$ cat src/rtl/modulation_index_gen.sv
// modulation_index_gen: per-segment modulation index tracking SYS_TIME via serial-divide resync and incremental steps.
// Define MODULATION_INDEX_GEN_JUMP_RESYNC_EN to auto-resync on SYS_TIME jumps in RUN/CATCH_UP.
module modulation_index_gen #(
   parameter int NumSegment = 2,
   parameter int PendW      = 8
) (
   input  logic                       clk_i,
   input  logic                       rst_i,
   input  logic [63:0]                sys_time_i,
   input  logic                       update_settings_i,
   input  logic [NumSegment*15-1:0]   cycle_i,
   input  logic [NumSegment*16-1:0]   freq_div_i,
   output logic [NumSegment*15-1:0]   idx_o,
   output logic                       valid_o,
   output logic                       busy_o
);
   localparam logic [2:0] START    = 3'd0;
   localparam logic [2:0] RUN      = 3'd1;
   localparam logic [2:0] DIV_Q    = 3'd2;
   localparam logic [2:0] DIV_M    = 3'd3;
   localparam logic [2:0] CATCH_UP = 3'd4;

   logic [2:0]       state_q, state_d;
   logic [63:0]      sys_q, t0_q, t0_d;
   logic [5:0]       bitcnt_q, bitcnt_d;
   logic [PendW-1:0] pending_q, pending_d;
   logic             valid_q, valid_d, busy_q, busy_d;
   logic             step, jump, latch_new, relatch, in_div;
   logic [PendW:0]   avail;
   logic [1:0]       n_apply;

   // {rem, idx} advanced by one SYS_TIME tick
   function automatic logic [30:0] step_f(input logic [30:0] s, input logic [15:0] d, input logic [14:0] c);
      return (s[30:15] == d - 16'd1) ? {16'd0, (s[14:0] == c) ? 15'd0 : s[14:0] + 15'd1}
                                     : {s[30:15] + 16'd1, s[14:0]};
   endfunction

   assign step      = sys_time_i == sys_q + 64'd1;
   assign in_div    = state_q == DIV_Q || state_q == DIV_M;
`ifdef MODULATION_INDEX_GEN_JUMP_RESYNC_EN
   assign jump      = (state_q == RUN || state_q == CATCH_UP) && sys_time_i != sys_q && !step;
`else
   assign jump      = 1'b0;
`endif
   assign latch_new = update_settings_i || state_q == START;
   assign relatch   = latch_new || jump || (in_div && step && pending_q == '1);
   assign avail     = {1'b0, pending_q} + {{PendW{1'b0}}, step};
   // the step arriving this cycle is absorbed together with the backlog
   assign n_apply   = relatch ? 2'd0 :
                      state_q == RUN ? {1'b0, step} :
                      state_q == CATCH_UP ? ((avail > (PendW+1)'(1)) ? 2'd2 : avail[1:0]) : 2'd0;

   always_comb begin
      state_d   = state_q;
      t0_d      = t0_q;
      bitcnt_d  = bitcnt_q;
      pending_d = pending_q;
      valid_d   = valid_q;
      busy_d    = busy_q;
      if (relatch) begin
         state_d   = DIV_Q;
         t0_d      = sys_time_i;
         bitcnt_d  = 6'd63;
         pending_d = '0;
         valid_d   = 1'b0;
         busy_d    = 1'b1;
      end else if (in_div) begin
         bitcnt_d  = bitcnt_q - 6'd1;
         pending_d = pending_q + PendW'(step);
         if (bitcnt_q == 6'd0) state_d = (state_q == DIV_Q) ? DIV_M : CATCH_UP;
      end else if (state_q == CATCH_UP) begin
         pending_d = PendW'(avail - (PendW+1)'(n_apply));
         if (avail == (PendW+1)'(n_apply)) begin
            state_d = RUN;
            valid_d = 1'b1;
            busy_d  = 1'b0;
         end
      end
   end

   always_ff @(posedge clk_i or posedge rst_i) begin
      if (rst_i) begin
         state_q   <= START;
         sys_q     <= '0;
         t0_q      <= '0;
         bitcnt_q  <= '0;
         pending_q <= '0;
         valid_q   <= 1'b0;
         busy_q    <= 1'b0;
      end else begin
         state_q   <= state_d;
         sys_q     <= sys_time_i;
         t0_q      <= t0_d;
         bitcnt_q  <= bitcnt_d;
         pending_q <= pending_d;
         valid_q   <= valid_d;
         busy_q    <= busy_d;
      end
   end

   assign valid_o = valid_q;
   assign busy_o  = busy_q;

   for (genvar g = 0; g < NumSegment; g++) begin : g_seg
      logic [14:0] cyc_q, idx_q, idx_d;
      logic [15:0] div_q, rem_q, rem_d, mrem_q, mrem_d, fdiv, modv, qsub, msub;
      logic [63:0] quo_q, quo_d;
      logic [16:0] qr2, mr2;
      logic        qge, mge;
      logic [30:0] s1, s2;
      assign fdiv = freq_div_i[g*16 +: 16];
      assign modv = {1'b0, cyc_q} + 16'd1;
      assign qr2  = {rem_q, t0_q[bitcnt_q]};
      assign qge  = qr2 >= {1'b0, div_q};
      assign qsub = 16'(qr2 - {1'b0, div_q});
      assign mr2  = {mrem_q, quo_q[bitcnt_q]};
      assign mge  = mr2 >= {1'b0, modv};
      assign msub = 16'(mr2 - {1'b0, modv});
      assign s1   = step_f({rem_q, idx_q}, div_q, cyc_q);
      assign s2   = step_f(s1, div_q, cyc_q);

      always_comb begin
         rem_d  = rem_q;
         idx_d  = idx_q;
         mrem_d = mrem_q;
         quo_d  = quo_q;
         if (relatch) begin
            rem_d  = '0;
            mrem_d = '0;
         end else if (state_q == DIV_Q) begin
            rem_d = qge ? qsub : qr2[15:0];
            quo_d = {quo_q[62:0], qge};
         end else if (state_q == DIV_M) begin
            mrem_d = mge ? msub : mr2[15:0];
            if (bitcnt_q == 6'd0) idx_d = mrem_d[14:0];
         end else if (n_apply == 2'd2) begin
            {rem_d, idx_d} = s2;
         end else if (n_apply == 2'd1) begin
            {rem_d, idx_d} = s1;
         end
      end

      always_ff @(posedge clk_i or posedge rst_i) begin
         if (rst_i) begin
            cyc_q  <= '0;
            div_q  <= 16'd1;
            rem_q  <= '0;
            idx_q  <= '0;
            mrem_q <= '0;
            quo_q  <= '0;
         end else begin
            if (latch_new) begin
               cyc_q <= cycle_i[g*15 +: 15];
               div_q <= (fdiv == 16'd0) ? 16'd1 : fdiv;
            end
            rem_q  <= rem_d;
            idx_q  <= idx_d;
            mrem_q <= mrem_d;
            quo_q  <= quo_d;
         end
      end

      assign idx_o[g*15 +: 15] = idx_q;
   end
endmodule

$ cat config.mk
export PLATFORM = sky130hd
export DESIGN_NAME = modulation_index_gen
export DESIGN_NICKNAME = d
export VERILOG_FILES = /design/src/rtl/modulation_index_gen.sv
export SDC_FILE = /design/constraint.sdc
export NUM_CORES = 2
export LEC_CHECK = 0
export CORE_MARGIN = 2
export CORE_UTILIZATION = 60
export DETAILED_ROUTE_END_ITERATION = 7
export PLACE_DENSITY = 0.8
export SYNTH_ARGS = -nofsm -noshare
export SYNTH_HDL_FRONTEND = slang
export SYNTH_SLANG_ARGS = --single-unit
$ cat constraint.sdc
create_clock -name clk_i -period 16.9 [get_ports clk_i]
set_clock_uncertainty 0.1 [all_clocks]
set_input_delay 2.535 -clock clk_i [delete_from_list [all_inputs] [get_ports clk_i]]
set_output_delay 2.535 -clock clk_i [all_outputs]
set_load 0.005 [all_outputs]
==> results.md <==
- Root Driver: clkbuf_16
- First-pass GRT wire length: 146,000 µm
- # setup viols final: 0
- WP data arrival: 10,550 ps
- Syn Area/Cell: 9.31 µm²
- DRT Pass-1 Iters: 8
- GR Util met1: 44.3%
- Vias in the first global route: 27,000
- Hold buffer count at CTS: 0
- Detailed-route via count: 27,100
- P&R area growth vs syn: 10.6%
- Most common cell in the netlist: dfrtp_1
- Worst vdd ir: 0.0923 mV
- Comb pwr share: 30.5%
- Rel. slew slack: 20.9%
- Main area contributors after synthesis: dfrtp_1 (34%), mux2_1 (6.7%), xnor2_1 (6.2%), mux4_2 (4.4%), xor2_1 (3.8%)
- Asr flop ratio synth: 100%
- Global-route usage over all layers: 33.9%
- Post-CTS Resized: 0
- Clk_lat worst skew: 620 ps
- Largest fanout on the critical path: 11
- DIE AREA: 54,000 µm²
- CTS Sinks: 431
- Int Pwr: 2.27 mW
- Avg Vias per Cell: 6.64
- Max-slew violations: 0
- Crit. End Element: flop
- Iter 0 DRT Violations: 2,822
- Met3 GRT Util: 4.50%
- Final WL: 91,900 µm
- Gate count after technology mapping: 3,360
- H-tree depth: 2
- RSZ-0062 raised after global routing: no
- Filler cell count: 4,002
- Final Cycle Share: 60.5%
- Initial antenna violation count: 1
- Seq/Total Area, Yosys: 34.5%
- Power Dens Cells: 102 nW/µm²
- Syn Nets: 3,580
- Min Tclk post-route: 10,220 ps
- Synth Cell Area: 31,300 µm²
- Crit path largest cell delay: 590 ps
- Grt met2 use: 56.8%
- Share of cells above drive strength 1: 7.55%
- CP Class: input pin to flop
- Post-synth top area cell: dfrtp_1
- ANT nets after route: 0
- Leak Pwr: 14.0 nW
- YS warnings: 0
- Sw power: 1.26 mW
- Max Fclk: 97.9 MHz
- Final GP Congestion: 0.974
- Reg power frac: 39.1%
- Worst Tran Pin Value: 1190 ps
- Drt wl/cell: 22.5 µm
- Die W: 232 µm
- I/O Buffers: 160
- Design area: 34,600 µm²
- Yosys cell types: 105
- Primary FF master, synth: dfrtp_1
- # DRC: 0
- Number of synthesized register bits: 431
- Critical-path top delay cell: a2111oi_4
- CTS buffer count: 48
- Largest net degree at the start of global routing: 125
- # IOs: 161
- Worst Path Required: 17,230 ps
- Post-CTS Setup Bufs: 0
- Max clock buf depth: 3
- Gr ovfl total: 0
- Clk network pwr share: 30.3%
- EDFF count, synth: 0
- Row cnt: 83
- Core area: 51,400 µm²
- Worst hold path class: flop to flop
- Post-DP HPWL: 66,200 µm
- Final hold vios: 0
- Starting Density: 60.9%
- Startpoint types: input pin
- CTS tree: built
- Status: finished, final reports clean
- Synth top area share: 34.3%
- Die height: 232 µm
- CTS clk-pin slew, worst paths: 60 ps
- Sw Ratio: 35.7%
- Hold WS: 387 ps
- Nets: 3,590
- Gr busiest metal: met2
- Final setup TNS: 0 ps
- Synth cell count leaders: dfrtp_1 (429), nand2_1 (264), nor2_1 (258)
- Post-DP Area: 33,000 µm²
- Maxcap violations: 0
[placed cells by master, fill, tap and decap left out, types with 24 or more instances in the layout]
| cell | instances |
|---|---|
| a211oi_1 | 52 |
| a21oi_1 | 121 |
| a31oi_1 | 29 |
| and2_1 | 27 |
| and3_1 | 50 |
| clkbuf_16 | 48 |
| clkdlybuf4s50_1 | 160 |
| dfrtp_1 | 427 |
| ha_1 | 86 |
| inv_1 | 101 |
| mux2_1 | 186 |
| mux2_2 | 34 |
| mux2i_1 | 40 |
| mux4_2 | 61 |
| nand2_1 | 263 |
| nand2b_1 | 27 |
| nand3_1 | 124 |
| nand4_1 | 79 |
| nor2_1 | 258 |
| nor2b_1 | 30 |
| nor3_1 | 91 |
| nor4_1 | 56 |
| o21a_1 | 31 |
| o21ai_0 | 181 |
| o221ai_1 | 24 |
| or3_1 | 33 |
| xnor2_1 | 220 |
| xor2_1 | 136 |
[metrics by stage]
stage	std cells	total power [mW]	setup WS, ps	utilization [%]
finish	4085	3.53	6680	67.3
detailed placement	4000	2.44	6160	64.2
floorplan	3360	2.13	2260	-
global placement	4000	2.40	6510	64.2
global route	4085	3.69	6050	67.3
CTS	4084	3.53	6780	67.3
[critical path, delay by kind of cell]
| family | cells | cell delay [ps] |
|---|---|---|
| fa+ha+maj | 3 | 950 |
| buf+inv | 2 | 610 |
| simple gates | 11 | 2700 |
| compound gates | 13 | 3100 |
| xor+xnor | 2 | 440 |
| mux | 1 | 190 |
[state kept, by name, indices dropped and copies added (netlist names)]
name	cells
g_seg.div_q	32
pending_q	8
g_seg.mrem_q	32
g_seg.cyc_q	30
g_seg.quo_q	128
sys_q	64
busy_o	1
valid_o	1
state_q	3
bitcnt_q	6
t0_q	64
g_seg.idx_q	30
g_seg.rem_q	32
[area by class of cell]
class / instances / area, µm² / share of cell area (%)
well taps: 680 / 851 / 2.46
inverters: 104 / 398 / 1.15
diodes: 1 / 2.50 / 0.00723
repair buffers: 180 / 1750 / 5.06
flip-flops and latches: 431 / 10800 / 31.2
multi-input cells: 2605 / 19200 / 55.4
clock buffers: 66 / 1410 / 4.07
clock inverters: 18 / 211 / 0.611
[final timing paths]
| kind | start | endpoint | slack (ps) | depth (start not counted) |
|---|---|---|---|---|
| max | sys_time_i[13] | g_seg[1].idx_q[13]$_DFFE_PP0P_ | 6680 | 32 |
| min | t0_q[12]$_DFFE_PP0N_ | t0_q[12]$_DFFE_PP0N_ | 390 | 1 |
| max reg2reg | sys_q[8]$_DFF_PP0_ | g_seg[1].idx_q[13]$_DFFE_PP0P_ | 7710 | 31 |
| min reg2reg | t0_q[12]$_DFFE_PP0N_ | t0_q[12]$_DFFE_PP0N_ | 390 | 1 |
| max in group asynchronous | rst_i | g_seg[0].quo_q[59]$_DFFE_PP0P_ | 10880 | 5 |
| min in group asynchronous | rst_i | g_seg[0].cyc_q[5]$_DFFE_PP0P_ | 2360 | 2 |
[kinds of logic after synthesis]
group / share of synthesized area (%)
and+or+nand+nor: 19.4
xor gates and xnor gates: 10.2
DFF: 34.5
AOI/OAI and AO/OA: 14.3
adders and majority gates: 3.76
muxes: 13.6
buffers and inverters: 4.31
[per-layer routing]
metal | part of all wire, % | up-vias | wire, µm
met5 | 0 | - | 0
met4 | 4.2 | 0 | 3820
met3 | 7.1 | 275 | 6550
met2 | 48 | 1257 | 44100
met1 | 41 | 13300 | 37500
li1 | - | 12300 | -
[power by group through the flow]
| stage | clock network (mW) | registers, mW | logic, mW |
|---|---|---|---|
| 2_1_floorplan | 0 | 1.24 | 0.886 |
| 3_3_place_gp | 0 | 1.37 | 1.03 |
| 3_5_place_dp | 0 | 1.38 | 1.06 |
| 4_1_cts | 1.09 | 1.37 | 1.07 |
| 5_1_grt | 1.13 | 1.40 | 1.17 |
| 6_report | 1.07 | 1.38 | 1.08 |
No activity file was read; power rests on OpenSTA's default activity.
